File: src/rtl/multiplier_dispatch.sv
// Dispatch stage ahead of the Multiplier: buffers operand pairs in a FIFO and
// issues them one at a time. Optional watchdog under MULTIPLIER_DISPATCH_TIMEOUT_EN.
module multiplier_dispatch #(
  parameter int unsigned BITS    = 8,
  parameter int unsigned DEPTH   = 4,
  parameter int unsigned TIMEOUT = 16
) (
  input  logic                     i_clock,
  input  logic                     i_reset,
  input  logic                     i_valid,
  output logic                     o_ready,
  input  logic [BITS-1:0]          i_multiplier,
  input  logic [BITS-1:0]          i_multiplicand,
  output logic                     o_start,
  output logic [BITS-1:0]          o_multiplier,
  output logic [BITS-1:0]          o_multiplicand,
  input  logic                     i_finished,
  output logic                     o_busy,
  output logic [$clog2(DEPTH):0]   o_count,
  output logic                     o_timeout
);

  localparam int unsigned PTR_W  = $clog2(DEPTH);
  localparam int unsigned CNT_W  = PTR_W + 1;
  localparam int unsigned PAIR_W = 2 * BITS;

  localparam logic [1:0] ST_IDLE  = 2'd0;
  localparam logic [1:0] ST_ISSUE = 2'd1;
  localparam logic [1:0] ST_WAIT  = 2'd2;

  logic [PAIR_W-1:0] mem_q [DEPTH];

  logic [1:0]       state_q,  state_d;
  logic [PTR_W-1:0] wr_ptr_q, wr_ptr_d;
  logic [PTR_W-1:0] rd_ptr_q, rd_ptr_d;
  logic [CNT_W-1:0] count_q,  count_d;
  logic [BITS-1:0]  opa_q,    opa_d;
  logic [BITS-1:0]  opb_q,    opb_d;
  logic             start_q,  start_d;
  logic             busy_q,   busy_d;
  logic             push;
  logic             pop;
  logic             fifo_empty;
  logic [PAIR_W-1:0] head;

`ifdef MULTIPLIER_DISPATCH_TIMEOUT_EN
  localparam int unsigned WCNT_W = $clog2(TIMEOUT + 1);
  logic [WCNT_W-1:0] wcnt_q, wcnt_d;
  logic              timeout_q, timeout_d;
`endif

  // ready comes from the registered count, so a full FIFO never accepts even while popping
  assign o_ready    = (count_q != CNT_W'(DEPTH));
  assign fifo_empty = (count_q == '0);
  assign push       = i_valid && o_ready;
  assign head       = mem_q[rd_ptr_q];

  // FIFO storage; contents are don't-care until written
  always_ff @(posedge i_clock) begin
    if (push) begin
      mem_q[wr_ptr_q] <= {i_multiplier, i_multiplicand};
    end
  end

  // Next-state and registered-output logic
  always_comb begin
    state_d = state_q;
    pop     = 1'b0;
`ifdef MULTIPLIER_DISPATCH_TIMEOUT_EN
    wcnt_d    = wcnt_q;
    timeout_d = timeout_q;
`endif

    case (state_q)
      ST_IDLE: begin
        if (!fifo_empty) begin
          pop     = 1'b1;
          state_d = ST_ISSUE;
        end
      end
      ST_ISSUE: begin
        state_d = ST_WAIT;
`ifdef MULTIPLIER_DISPATCH_TIMEOUT_EN
        wcnt_d  = '0;
`endif
      end
      ST_WAIT: begin
        if (i_finished) begin
          if (!fifo_empty) begin
            pop     = 1'b1;
            state_d = ST_ISSUE;
          end else begin
            state_d = ST_IDLE;
          end
        end
`ifdef MULTIPLIER_DISPATCH_TIMEOUT_EN
        // a finish on the limit cycle takes priority over the watchdog
        else if (wcnt_q == WCNT_W'(TIMEOUT - 1)) begin
          timeout_d = 1'b1;
          state_d   = ST_IDLE;
        end else begin
          wcnt_d = wcnt_q + WCNT_W'(1);
        end
`endif
      end
      default: begin
        state_d = ST_IDLE;
      end
    endcase

    start_d  = (state_d == ST_ISSUE);
    busy_d   = (state_d == ST_ISSUE) || (state_d == ST_WAIT);

    wr_ptr_d = push ? wr_ptr_q + PTR_W'(1) : wr_ptr_q;
    rd_ptr_d = pop  ? rd_ptr_q + PTR_W'(1) : rd_ptr_q;

    case ({push, pop})
      2'b10:   count_d = count_q + CNT_W'(1);
      2'b01:   count_d = count_q - CNT_W'(1);
      default: count_d = count_q;
    endcase

    opa_d = pop ? head[PAIR_W-1:BITS] : opa_q;
    opb_d = pop ? head[BITS-1:0]      : opb_q;
  end

  // State and output registers
  always_ff @(posedge i_clock or negedge i_reset) begin
    if (!i_reset) begin
      state_q  <= ST_IDLE;
      wr_ptr_q <= '0;
      rd_ptr_q <= '0;
      count_q  <= '0;
      opa_q    <= '0;
      opb_q    <= '0;
      start_q  <= 1'b0;
      busy_q   <= 1'b0;
    end else begin
      state_q  <= state_d;
      wr_ptr_q <= wr_ptr_d;
      rd_ptr_q <= rd_ptr_d;
      count_q  <= count_d;
      opa_q    <= opa_d;
      opb_q    <= opb_d;
      start_q  <= start_d;
      busy_q   <= busy_d;
    end
  end

`ifdef MULTIPLIER_DISPATCH_TIMEOUT_EN
  // Watchdog counter and sticky flag
  always_ff @(posedge i_clock or negedge i_reset) begin
    if (!i_reset) begin
      wcnt_q    <= '0;
      timeout_q <= 1'b0;
    end else begin
      wcnt_q    <= wcnt_d;
      timeout_q <= timeout_d;
    end
  end
  assign o_timeout = timeout_q;
`else
  assign o_timeout = 1'b0;
`endif

  assign o_start        = start_q;
  assign o_busy         = busy_q;
  assign o_count        = count_q;
  assign o_multiplier   = opa_q;
  assign o_multiplicand = opb_q;

endmodule
File: config.mk
export PLATFORM = sky130hd
export DESIGN_NAME = multiplier_dispatch
export DESIGN_NICKNAME = d
export VERILOG_FILES = /design/src/rtl/multiplier_dispatch.sv
export SDC_FILE = /design/constraint.sdc
export NUM_CORES = 1
export LEC_CHECK = 0
export CORE_MARGIN = 2
export CORE_UTILIZATION = 48
export DETAILED_ROUTE_END_ITERATION = 8
export GPL_ROUTABILITY_DRIVEN = 0
export HOLD_SLACK_MARGIN = 0.02
export PLACE_DENSITY = 0.71
export SLEW_MARGIN = 25
export SYNTH_ARGS = -nofsm -noshare
export SYNTH_HDL_FRONTEND = slang
export SYNTH_SLANG_ARGS = --single-unit
File: constraint.sdc
create_clock -name i_clock -period 6.4 [get_ports i_clock]
set_input_delay 0.96 -clock i_clock [delete_from_list [all_inputs] [get_ports i_clock]]
set_output_delay 0.96 -clock i_clock [all_outputs]
set_load 0.05 [all_outputs]
# Word-level counts from Yosys, hierarchy flattened
# Memory sizes are Yosys's and may differ from the RTL's. A register that Yosys moved wholly into a read port is not among the register bits.
# Index checks and enable logic that the tools add are counted.
# Widths: inputs -> output; s select.
# totals
wordCells,34
ramBits,64
reg_bits,11
memories,1
input_bits,20
output_inout_bits,23
# classes
eq_ne,7
addsub,4
n_reduce_logical,6
mux,10
# mem_list
name,depth,word_bits,read_ports,rd_ports_with_merged_regs,write_ports,line_no,rtl
mem_q,4,16,1,1,1,31,logic [PAIR_W-1:0] mem_q [DEPTH];
# ops
operator,n
$eq 2x1->1 const B,3
$eq 2x2->1 const B,3
$pmux 2 s3,1
$pmux 3 s2,1
$mux 1,5
$add 2x1->2 const B,2
$mux 2,2
$add 3x1->3 const B,1
$logic_not 3->1,1
$ne 3x3->1 const B,1
$sub 3x1->3 const B,1
$logic_not 2->1,1
$pmux 1 s2,1
$reduce_bool 2->1,1
$logic_and 1x1->1,1
$logic_not 1->1,1
$logic_or 1x1->1,1

# Longest topological paths before layout
# logic_depth
ltp_word,6
depth_mapped,9

# Worst setup path after synthesis
# Ideal clock, no wire load.
# synth_timing
kind,input -> register
start,input port i_finished
end,"register count_q[2], in the netlist o_count[2]"
setup_slack_ns,3.805
setup_ns,0.082
path_buffers,1
arrival_ns,2.513
path_stages,9
path_cell_list,nor2b_1 -> nor3_4 -> buf_6 -> ha_1 -> inv_1 -> fa_1 -> xor2_1 -> nor2_1 -> xor2_1
# synth_via
elab_chain_cells,4
elab_cells_between_ends,6
cone_classes,eq/ne: 2; mux: 3; reduce/logical: 1
# synth_rtl
element,line_no,rtl
start: declaration,17,"input logic i_finished,"
$mux 1 (*),88,if (i_finished) begin
$pmux 1 s2 (*),74,case (state_q)
via pop,42,logic pop;
$eq 2x1->1 / $eq 2x2->1 (equally long branches),117,"case ({push, pop})"
$pmux 3 s2 / $reduce_bool 2->1 (equally long branches),-,
end signal: assignment,142,count_q <= count_d;
end: declaration,36,"logic [CNT_W-1:0] count_q, count_d;"
# Mark *: on every way through the listed nets, which the timed path passes. The rest lies on a longest branch.
# A chain may end at the register's enable or synchronous reset.

# Final worst setup path
# layout_timing
start,input port i_finished
end,"register count_q[2], in the netlist o_count[2]"
# layout_via
elab_chain_cells,4
elab_cells_between_ends,6
cone_classes,eq/ne: 2; mux: 3; reduce/logical: 1
# layout_rtl
element,line_no
$mux 1 (*),88
$pmux 1 s2 (*),74
$eq 2x1->1 / $eq 2x2->1 (equally long branches),117
$pmux 3 s2 / $reduce_bool 2->1 (equally long branches),-
# Mark *: on every way between the ends. The rest lies on a longest branch, timed or not.

==> impl_metrics.yaml <==
timing:
  slew_headroom_pct: 38.6
  report.final.slew_viol_count: 0
  fin_skew_ns: 0.0145
  period_share_pct: 45.6
  hold_violations: 0
  setup_violations: 0
  min_period_ns: 2.92
  fmax_mhz: 343
  timing.setup.tns_ns: 0
  rsz0062_at_grt: "false"
  fin_hold_ws_ns: 0.521
  tightest_slew_ns: 0.921
clock_network:
  cts_root_buffer: "clkbuf_8"
  cts_tree: "yes"
  holdBufCountCts: 0
  clock_path_buffers: 2
  cts_buffers: 9
  cts_resized: 0
  htreeDepth: 3
  postCtsSetupBuffers: 0
  clk_pin_slew_ns: 0.09
  clock_sinks: 91
  clk_latency_ns: 0.36
die:
  die_y_um: 90.3
  ioPinCount: 43
  initial_core_util_pct: 49.5
  rows: 31
  core_area_um2: 7210
  die_w_um: 90.3
  die_area_um2: 8150
detailed_routing:
  wl_met3_um: 172
  route.met2.wl_um: 2980
  dr.max_layer_used: "met4"
  dr.pass1.iters: 3
  wl_per_cell_um: 17.8
  drt-total-wl_um: 5690
  num_vias: 1631
  via_per_inst: 5.11
  wl_met1_um: 2390
  drt_iter0_drc: 54
  ant_nets: 0
  drc_errors: 0
setup_path:
  cp-start-kind: "primary input"
  crit_required_ns: 6.69
  end_kind: "register"
  critical_path.endpoint: "o_count[2]$_DFFE_PN0P_"
  rr_startpoint: "o_count[0]$_DFFE_PN0P_"
  cp_data_arrival_time_ns: 3.21
  crit_type: "in2reg"
  r2r_cells: 9
  critPathLaunch: "i_finished"
  r2r-end: "o_count[2]$_DFFE_PN0P_"
  regToRegSetupSlack_ns: 4.05
  path_max_fanout: 10
synth:
  synth_nets: 194
  ys_types: 29
  avgSynthCellArea_um2: 21.4
  ys_warn_count: 0
  syn_area_um2: 3570
  synth_cells: 167
  synth_seq_cells: 91
  ys_seq_area_share_pct: 72.7
worst_hold_path:
  hp-class: "reg2reg"
  holdCritStartpoint: "o_multiplicand[5]$_DFFE_PN0P_"
cells_and_area:
  fin_util_pct: 59.6
  nNetsFinal: 242
  antennaDiodeCount: 0
  seqCellArea_um2: 2600
  syn_to_final_growth_pct: 20.3
  drive_above_1_share_pct: 21.8
  nFillCells: 558
  multiInputGateArea_um2: 886
power_and_ir_drop:
  switchingPower_w: 0.000819
  clockPowerShare_pct: 18.8
  power_density_nw_per_um2: 533
  total_leakage_power_nw: 1.60
  p_int_w: 0.00147
  seqPwrFrac_pct: 41.3
  swShare_pct: 35.7
  combinationalPowerShare_pct: 39.9
  vdd_drop_max_v: 0.000188
grt:
  grt_pass1_wl_um: 8970
  grt_start_max_net_pins: 28
  antenna_found_initial: 0
  grt_pass1_vias: 1728
  grt_overflow: 0
  grt_usage_pct: 14.9
placed_design:
  io_buffers: 41
  dp_hpwl_um: 3450
status:
  status: "completed"
run:
  drv_cap: 0
[layout make-up]
type | instances | share of cell area, %
sequential | 91 | 60.5
multi-input combinational | 62 | 20.6
timing repair buffer | 43 | 10.1
clock buffer | 10 | 3.20
tap | 99 | 2.88
clock inverter | 6 | 2.04
inverter | 8 | 0.699
[sequential cells by signal, summed over array words and instances (netlist names)]
| register | flops |
|---|---|
| mem_q | 64 |
| o_multiplicand | 8 |
| o_multiplier | 8 |
| o_count | 3 |
| rd_ptr_q | 2 |
| state_q | 2 |
| wr_ptr_q | 2 |
| o_busy | 1 |
| o_start | 1 |
[power groups by stage]
stage               Combinational (W)  Clock, W  Sequential, W
finish                       0.000914  0.000431       0.000947
global route                 0.000973  0.000460       0.000971
CTS                          0.000914  0.000439       0.000954
detailed placement           0.000910         0       0.000965
global placement             0.000889         0       0.000959
floorplan                    0.000497         0        0.00113
[synthesized netlist by cell type, drive strengths merged]
cell type	n	share of area, %
and2	1	0.25
inv	8	0.84
mux2i	1	0.28
nor3	3	0.88
nand2b	1	0.18
mux4	16	11
ha	6	2.1
clkbuf	1	0.10
xnor2	2	0.49
dfrtp	27	19
and3	4	0.70
nor2	1	0.10
edfxtp	64	54
nor2b	1	0.18
conb	1	0.10
fa	1	0.56
xor2	4	0.98
mux2	18	6.5
buf	5	1.5
or3b	1	0.32
nor4b	1	0.25
[routing by layer]
metal  track usage, %  vias to the layer above
met4             8.46                        0
met1             18.3                      845
li1                 -                      742
met5                0                        -
met3             2.92                       12
met2             24.9                       32
[layout by cell type, fill, tap and decap left out, types with 2 or more instances in the layout]
master and count:
and3_1 4, bufinv_16 2, clkbuf_8 10, clkdlybuf4s50_1 41, clkinv_2 2, dfrtp_1 26, edfxtp_1 64, ha_1 6
inv_1 8, mux2_2 9, mux2_4 8, mux4_1 8, mux4_2 8, xnor2_1 2, xor2_1 4
[worst max-delay path: stages]
cell	delay [ns]
clkdlybuf4s50_1	0.47
nor2b_1	0.09
nor3_4	0.40
buf_8	0.23
ha_1	0.20
inv_1	0.06
fa_1	0.38
xor2_1	0.15
nor2_1	0.11
xor2_1	0.16
[how the worst min path moves through the flow]
stage,end,slack [ns],cells past startpoint
after global routing,o_multiplicand[6]$_DFFE_PN0P_,0.55,1
after floorplan,wr_ptr_q[1]$_DFFE_PN0P_,0.51,1
after CTS,o_multiplicand[5]$_DFFE_PN0P_,0.52,1
after global placement,o_multiplier[3]$_DFFE_PN0P_,0.50,1
final,o_multiplicand[5]$_DFFE_PN0P_,0.52,1
after detailed placement,o_multiplicand[5]$_DFFE_PN0P_,0.50,1
[through the flow]
stage,worst slack [ns],total power (W),cells,cell area [um2]
after global placement,2.85,0.00185,302,4060
after global routing,3.31,0.00240,319,4300
final,3.48,0.00229,319,4300
after floorplan,3.80,0.00162,167,3570
after CTS,3.13,0.00231,318,4280
after detailed placement,2.74,0.00187,302,4060
[cell families after synthesis]
family	after synthesis	share of synthesized area [%]
xor+xnor	6	1.47
fa+ha+maj	7	2.66
buf+inv	14	2.49
flops	91	72.7
mux	35	17.7
other cells	1	0.105
simple gates	13	2.84
(Power assumes the default switching activity.)
